==> src/rtl/bresen_pixel_writer.sv <==
// bresen_pixel_writer: buffers linear pixel addresses from the line generator in a
// small FIFO, drains them to the framebuffer with a write/ack handshake, throttles
// the generator via stop, and pulses drawDone once a primitive is fully committed.
module bresen_pixel_writer #(
    parameter int ADDR_W      = 19,
    parameter int DATA_W      = 8,
    parameter int FIFO_DEPTH  = 8,
    parameter int STOP_THRESH = 6,
    parameter int FB_SIZE     = 307200
) (
    input  logic              clk,
    input  logic              n_rst,
    input  logic              pixel_valid,
    input  logic [ADDR_W-1:0] address,
    input  logic [DATA_W-1:0] color,
    input  logic              lineDone,
    output logic              stop,
    output logic [ADDR_W-1:0] mem_addr,
    output logic [DATA_W-1:0] mem_wdata,
    output logic              mem_wen,
    input  logic              mem_ack,
    output logic              drawDone,
    output logic [7:0]        drop_count
);
    localparam int PTR_W = $clog2(FIFO_DEPTH);
    localparam int CNT_W = $clog2(FIFO_DEPTH + 1);
    localparam logic [ADDR_W-1:0] FB_LIMIT = ADDR_W'(FB_SIZE);
    localparam logic [CNT_W-1:0]  DEPTH_C  = CNT_W'(FIFO_DEPTH);
    localparam logic [CNT_W-1:0]  THRESH_C = CNT_W'(STOP_THRESH);

    typedef enum logic {IDLE = 1'b0, ISSUE = 1'b1} state_t;

    state_t            state_q;
    state_t            state_d;
    logic [ADDR_W-1:0] fifo_addr [FIFO_DEPTH];
    logic [DATA_W-1:0] fifo_data [FIFO_DEPTH];
    logic [PTR_W-1:0]  wr_ptr;
    logic [PTR_W-1:0]  rd_ptr;
    logic [CNT_W-1:0]  count;
    logic [CNT_W-1:0]  count_next;
    logic [ADDR_W-1:0] last_addr;
    logic              last_addr_valid;
    logic              pending_done;
    logic              fifo_empty;
    logic              fifo_full;
    logic              in_range;
    logic              is_dup;
    logic              push;
    logic              pop;
    logic              reject;
    logic              done_fire;

    // Drop counter never wraps; a stuck 255 still tells software pixels were lost.
    function automatic logic [7:0] sat_inc8(input logic [7:0] v);
        return (v == 8'hFF) ? v : v + 8'd1;
    endfunction

    assign fifo_empty = (count == '0);
    assign fifo_full  = (count == DEPTH_C);
    assign in_range   = (address < FB_LIMIT);
    // A stalled generator repeats its last output; only the first copy is real.
    assign is_dup     = last_addr_valid && (address == last_addr);
    // Full is judged on the pre-edge count, so a same-edge pop does not make room.
    assign push       = pixel_valid && in_range && !fifo_full && !is_dup;
    assign reject     = pixel_valid && (!in_range || fifo_full);
    assign done_fire  = pending_done && fifo_empty && (state_q == IDLE) && !push;
    assign count_next = count + CNT_W'(push) - CNT_W'(pop);

    // FSM state register
    always_ff @(posedge clk) begin
        if (!n_rst) state_q <= IDLE;
        else        state_q <= state_d;
    end

    // FSM next state: leave ISSUE only when the ack finds nothing else to send
    always_comb begin
        state_d = state_q;
        case (state_q)
            IDLE:    if (!fifo_empty) state_d = ISSUE;
            ISSUE:   if (mem_ack && fifo_empty) state_d = IDLE;
            default: state_d = IDLE;
        endcase
    end

    // FSM outputs: write request follows ISSUE; pop on start or on ack with data waiting
    always_comb begin
        mem_wen = (state_q == ISSUE);
        pop     = !fifo_empty && ((state_q == IDLE) || mem_ack);
    end

    // FIFO storage, written at the tail on every accepted pixel
    always_ff @(posedge clk) begin
        if (push) begin
            fifo_addr[wr_ptr] <= address;
            fifo_data[wr_ptr] <= color;
        end
    end

    // Write port registers, loaded from the FIFO head on each pop and held until ack
    always_ff @(posedge clk) begin
        if (!n_rst) begin
            mem_addr  <= '0;
            mem_wdata <= '0;
        end else if (pop) begin
            mem_addr  <= fifo_addr[rd_ptr];
            mem_wdata <= fifo_data[rd_ptr];
        end
    end

    // Pointers, occupancy, backpressure, duplicate filter, drops and completion tracking
    always_ff @(posedge clk) begin
        if (!n_rst) begin
            wr_ptr          <= '0;
            rd_ptr          <= '0;
            count           <= '0;
            stop            <= 1'b0;
            drop_count      <= '0;
            last_addr       <= '0;
            last_addr_valid <= 1'b0;
            pending_done    <= 1'b0;
            drawDone        <= 1'b0;
        end else begin
            if (push) wr_ptr <= wr_ptr + PTR_W'(1);
            if (pop)  rd_ptr <= rd_ptr + PTR_W'(1);
            count    <= count_next;
            stop     <= (count_next >= THRESH_C);
            drawDone <= done_fire;
            if (reject) drop_count <= sat_inc8(drop_count);
            if (push) last_addr <= address;
            // done_fire implies no push, so the two flag updates never collide
            if (done_fire) begin
                pending_done    <= 1'b0;
                last_addr_valid <= 1'b0;
            end else begin
                if (lineDone) pending_done <= 1'b1;
                if (push)     last_addr_valid <= 1'b1;
            end
        end
    end
endmodule

==> config.mk <==
export PLATFORM = sky130hd
export DESIGN_NAME = bresen_pixel_writer
export DESIGN_NICKNAME = d
export VERILOG_FILES = /design/src/rtl/bresen_pixel_writer.sv
export SDC_FILE = /design/constraint.sdc
export NUM_CORES = 1
export LEC_CHECK = 0
export BUFFER_PORTS_ARGS = -buffer_cell sky130_fd_sc_hd__buf_2
export CORE_MARGIN = 1
export CORE_UTILIZATION = 54
export CTS_CLUSTER_SIZE = 8
export DETAILED_ROUTE_END_ITERATION = 7
export PLACE_DENSITY = 0.76
export SETUP_SLACK_MARGIN = 0.1
export SLEW_MARGIN = 30
export SYNTH_ARGS = -nofsm -noshare
export SYNTH_HDL_FRONTEND = slang
export SYNTH_SLANG_ARGS = --single-unit
==> constraint.sdc <==
create_clock -name clk -period 5.1 [get_ports clk]
set_input_delay 0.51 -clock clk [delete_from_list [all_inputs] [get_ports clk]]
set_output_delay 0.51 -clock clk [all_outputs]
set_load 0.005 [all_outputs]
; ---- After elaboration in Yosys (flattened, before gate mapping)
; Memories as Yosys holds them, arrays and structs flattened. A register that Yosys moved wholly into a read port is not among the register bits.
; Index checks and enable logic that the tools add are counted.
[word_totals]
elab_cells = 52
input_bits = 32
reg_bits = 42
output_inout_bits = 38
ram_bits = 216
n_memories = 2
[memory_table]
columns = memory, depth, word_bits, read_ports, rd_clocked_by_memory_dff, write_ports, line_no
row1 = fifo_addr, 8, 19, 1, 1, 1, 35  ; logic [ADDR_W-1:0] fifo_addr [FIFO_DEPTH];
row2 = fifo_data, 8, 8, 1, 1, 1, 36  ; logic [DATA_W-1:0] fifo_data [FIFO_DEPTH];
[classes]
bitwise_logic = 3
order_cmp = 2
n_reduce_logical = 22
muxes = 5
n_eq_ne = 3
addsub = 5
[ops]
columns = op, count
row1 = $eq A19 B19 Y1, 1
row2 = $lt A19 B19 Y1 const B, 1
row3 = $logic_and A1 B1 Y1, 10
row4 = $add A8 B1 Y8 const B, 1
row5 = $eq A8 B8 Y1 const B, 1
row6 = $logic_not A1 Y1, 7
row7 = $add A3 B1 Y3 const B, 2
row8 = $add A4 B1 Y4, 1
row9 = $eq A4 B4 Y1 const B, 1
row10 = $ge A4 B3 Y1 const B, 1
row11 = $logic_not A4 Y1, 1
row12 = $mux W1, 4
row13 = $sub A4 B1 Y4, 1
row14 = $not A1 Y1, 3
row15 = $logic_or A1 B1 Y1, 2
row16 = $pmux W1 S2, 1
row17 = $reduce_and A2 Y1, 1
row18 = $reduce_or A2 Y1, 1

; ---- Depth between registers and ports, before layout
[depth]
ltp_word = 7
mapped_depth = 15
mapped_depth_nobuf = 13

; ---- Least setup slack after synthesis
; Ideal clock, no wire load.
[synth_path]
path_type = input port to flip-flop
from = in address[13]
to = mem fifo_addr[2][0] (enable)
setup_ps = 489
arrival_ps = 4373
required_ps = 4611
setup_slack_ps = 238
n_path_buf = 1
stages = 5
path_cell_list = a21o_1 a2111o_1 buf_6 a21o_1 nor4b_1
[synth_between]
elab_chain_len = 6
[synth_rtl]
columns = item, line_no
row1 = start: declaration, 14  ; input logic [ADDR_W-1:0] address,
row2 = $lt A19 B19 Y1 / $eq A19 B19 Y1 (equally long branches), "60, 62"
row3 = "$logic_and A1 B1 Y1, on equally long branches", "64, 62"
row4 = $logic_and A1 B1 Y1 / $logic_not A1 Y1 (equally long branches), 64  ; assign push = pixel_valid && in_range && !fifo_full && !is_dup;
row5 = $logic_and A1 B1 Y1 *, 64
row6 = $mux W1 *, 93  ; if (push) begin
row7 = $mux W1 (not written as such) *, 94  ; fifo_addr[wr_ptr] <= address;
row8 = end: declaration, 35
; Every way passes the cells marked *; elsewhere a longest branch is shown, timed or not.

; ---- Worst setup path in the final report
[layout_path]
from = reg last_addr[0]
to = reg stop
[layout_between]
elab_chain_len = 7
[layout_rtl]
columns = item, line_no
row1 = start: declaration, 41  ; logic [ADDR_W-1:0] last_addr;
row2 = start signal: assignment, 129  ; if (push) last_addr <= address;
row3 = $eq A19 B19 Y1, 62  ; assign is_dup = last_addr_valid && (address == last_addr);
row4 = $logic_and A1 B1 Y1, 62
row5 = $logic_not A1 Y1, 64
row6 = $logic_and A1 B1 Y1, 64
row7 = $add A4 B1 Y4, 67  ; assign count_next = count + CNT_W'(push) - CNT_W'(pop);
row8 = $sub A4 B1 Y4, 67
row9 = $ge A4 B3 Y1, 126  ; stop <= (count_next >= THRESH_C);
row10 = end signal: assignment, 126
row11 = end: declaration, 17  ; output logic stop,
; No other way between the ends.
; A chain may end at the register's enable or synchronous reset.

==> reports/results.txt <==
Main flop type after synthesis = edfxtp_1
CP Buf/Inv Count = 2
Clock latency at the later pin of the worst-skew pair = 0.51 ns
Layout area overhead = 16.2%
Finished Core Util = 64.9%
Ranking of synthesized cells by area = edfxtp_1 (56%), dfxtp_1 (12%), mux4_2 (11%)
Slew Viols, Final = 0
Mapped Cells = 704
Worst Tran Pin Value = 0.754 ns
Minimum clock period = 3.32 ns
Post-DRT Antenna Nets = 0
Num CTS Buffers = 41
Worst EP arrival = 3.73 ns
Layout fillers = 1459
Critical setup path kind = reg -> reg
Placeable Area = 20600 um^2
Most numerous cell on the critical path = a21o_1
DR WL/cell = 21.7 um
Ant. Diodes = 0
Synth warn = 0
Largest net degree at the start of global routing = 71
Iteration-0 DRC count of the detailed router = 410
Top-count cell post-synth = edfxtp_1
TNS Setup = 0 ns
Final Skew = 0.0184 ns
Lkg Pwr = 4.39 nW
Clk sinks = 285
Register area share after synthesis = 68.5%
Worst min path class = in -> reg
Netlist Area Pre-Place = 11500 um^2
First-pass GRT wire length = 36700 um
CTS clk-pin slew, worst paths = 0.05 ns
Vias = 6560
Via-per-instance ratio = 6.06
Initial Util = 55.9%
Status = finished, final reports clean
Flops & latches, synth = 285
Row count = 52
Setup violations, final = 0
Remaining DRCs = 0
Vias in the first global route = 6773
Type of origin of the critical path = flop
Initial antenna violation count = 0
Post-synthesis net count = 746
GRT Util Overall = 22.3%
CP max FO = 45
Layout cells sized above 1 = 24.4%
CP max-delay cell = a21o_1
Io pins = 70
Routed Wire Length = 23500 um
CP max stage delay = 0.59 ns
CTS resizes = 0
Post-Syn Area per Cell = 16.3 um^2
Top cells by count, synth = edfxtp_1 (216), dfxtp_1 (69), mux4_2 (54)
CP delay by family, top = compound AO/OA/AOI/OAI gates
CTS H-tree lvls = 2
RSZ-0062 raised after global routing = no
CTS tree = yes
Detailed Place HPWL = 13000 um
Worst Path Required = 5.51 ns
Crit share post-route = 65.1%
Post-synth EDFFs = 216
Post-CTS Repair Setup Buffers = 0
Crit end category = flop
Die area = 21900 um^2
Fin. Hold Viols = 0
Post-layout nets = 821
MaxCap Viol Count = 0
Routability congestion estimate = 0.833
I/O Buffers = 69
Remaining global-route overflow = 0
Worst slew margin = 49.7%
Worst-path cell chain = xnor2_1 > nand4_1 > nor2_2 > buf_4 > a21o_1 > ha_1 > inv_1 > ha_1 > a21o_1 > a21oi_1 > xnor2_1 > nor2_1 > a21o_1
Netlist cell types = 43
Worst VDD drop = 0.000511 V
Share of the synthesized area in the top cell type = 56.5%
Post-synthesis async set-or-reset flop share = 0%
Hold buffer count at CTS = 0
Peak Freq = 301 MHz
Yosys top cell by area = edfxtp_1
Root Buffer = clkbuf_16
Total iterations of the first detailed-routing run = 7
Power Density = 516 nW/um^2
Die W = 148 um
Die Y = 148 um
Maximum root-to-sink buffer count = 3
-- cell families (layout without fill, tap and decap cells) --
logic type               Yosys count  in the layout  share of synthesized area [%]
AO/OA/AOI/OAI                     89             89                           6.13
XOR/XNOR                          30             30                           2.29
adder cells (fa/ha/maj)           10             10                           1.15
buffers and inverters             63            171                           2.30
flip-flops                       285            285                           68.5
multiplexers                      82             82                           13.0
AND/OR/NAND/NOR                  145            145                           6.61
-- through the flow --
step / instances / hold slack, ns / instance area (um^2) / worst slack [ns] / total power, W
6_report: 1082 / 0.273 / 13300 / 1.78 / 0.00688
3_5_place_dp: 1006 / 0.492 / 12100 / 1.44 / 0.00447
5_1_grt: 1082 / 0.264 / 13300 / 1.59 / 0.00720
3_3_place_gp: 1006 / 0.488 / 12100 / 1.63 / 0.00439
4_1_cts: 1082 / 0.248 / 13300 / 1.81 / 0.00695
2_1_floorplan: 704 / 0.470 / 11500 / 0.238 / 0.00402
-- layer usage --
metal,global-route usage [%],share of wire [%],vias up
met4,7.01,1.9,0
met5,0,0,-
met3,4.32,5.7,37
li1,-,-,2963
met2,37.8,50,207
met1,29.1,42,3353
-- path summary, 6_finish.rpt --
kind                          endpoint  cells past startpoint  slack [ns]                      start
max                    stop$_SDFF_PN0_                     13        1.78  last_addr[0]$_SDFFE_PN0P_
min          fifo_data[1][1]$_DFFE_PP_                      1        0.27                   color[1]
max reg2reg            stop$_SDFF_PN0_                     13        1.78  last_addr[0]$_SDFFE_PN0P_
min reg2reg  mem_wdata[4]$_SDFFE_PN0P_                      2        0.49  mem_wdata[4]$_SDFFE_PN0P_
-- report_power, final --
part	switching, W	leakage [nW]	internal, W	total [W]
clock network	0.000905	0.575	0.00156	0.00247
logic	0.000690	1.29	0.000719	0.00141
registers	0.000253	2.52	0.00275	0.00300
total	0.00185	4.39	0.00503	0.00688
-- layout by cell type (no fill, tap or decap), types with 3 or more instances in the layout --
cell type / synthesis / routed
edfxtp_1: 216 / 216
buf_2: 10 / 68
dfxtp_1: 69 / 66
mux4_2: 54 / 54
clkbuf_16: 0 / 43
nor2_1: 43 / 40
clkbuf_1: 37 / 31
xnor2_1: 29 / 29
nand4_1: 29 / 29
mux2i_1: 28 / 28
a211oi_1: 28 / 27
nand2_1: 26 / 26
nand3_1: 24 / 24
o31a_1: 22 / 22
o311ai_0: 20 / 20
buf_4: 0 / 16
inv_1: 10 / 10
ha_1: 9 / 9
a21o_1: 5 / 5
a21oi_1: 6 / 5
nor3b_1: 3 / 3
nor2_2: 0 / 3
and2_1: 3 / 3
nor4_1: 3 / 3
-- final cells by class --
| class | count | area [um^2] | area share [%] |
|---|---|---|---|
| Clock buffer | 74 | 1190 | 8.94 |
| Timing Repair Buffer | 84 | 460 | 3.45 |
| Sequential cell | 285 | 7880 | 59.0 |
| Clock inverter | 2 | 13.8 | 0.103 |
| Inverter | 11 | 41.3 | 0.309 |
| Multi-Input combinational cell | 356 | 3420 | 25.6 |
| Tap cell | 270 | 338 | 2.53 |
-- worst register-to-register path, cell delays in order, from the launching register on --
cell and delay, ns:
dfxtp_1 0.33, xnor2_1 0.18, nand4_1 0.16, nor2_2 0.10, buf_4 0.40, a21o_1 0.62
ha_1 0.31, inv_1 0.06, ha_1 0.27, a21o_1 0.18, a21oi_1 0.19, xnor2_1 0.16
nor2_1 0.08, a21o_1 0.17
-- state kept, by name (all words and copies together) (netlist names), 3 cells and up --
signal / flops
fifo_data: 64
count: 4
wr_ptr: 3
fifo_addr: 152
mem_wdata: 8
rd_ptr: 3
mem_addr: 19
drop_count: 8
last_addr: 19
No activity file was read; power rests on OpenSTA's default activity.
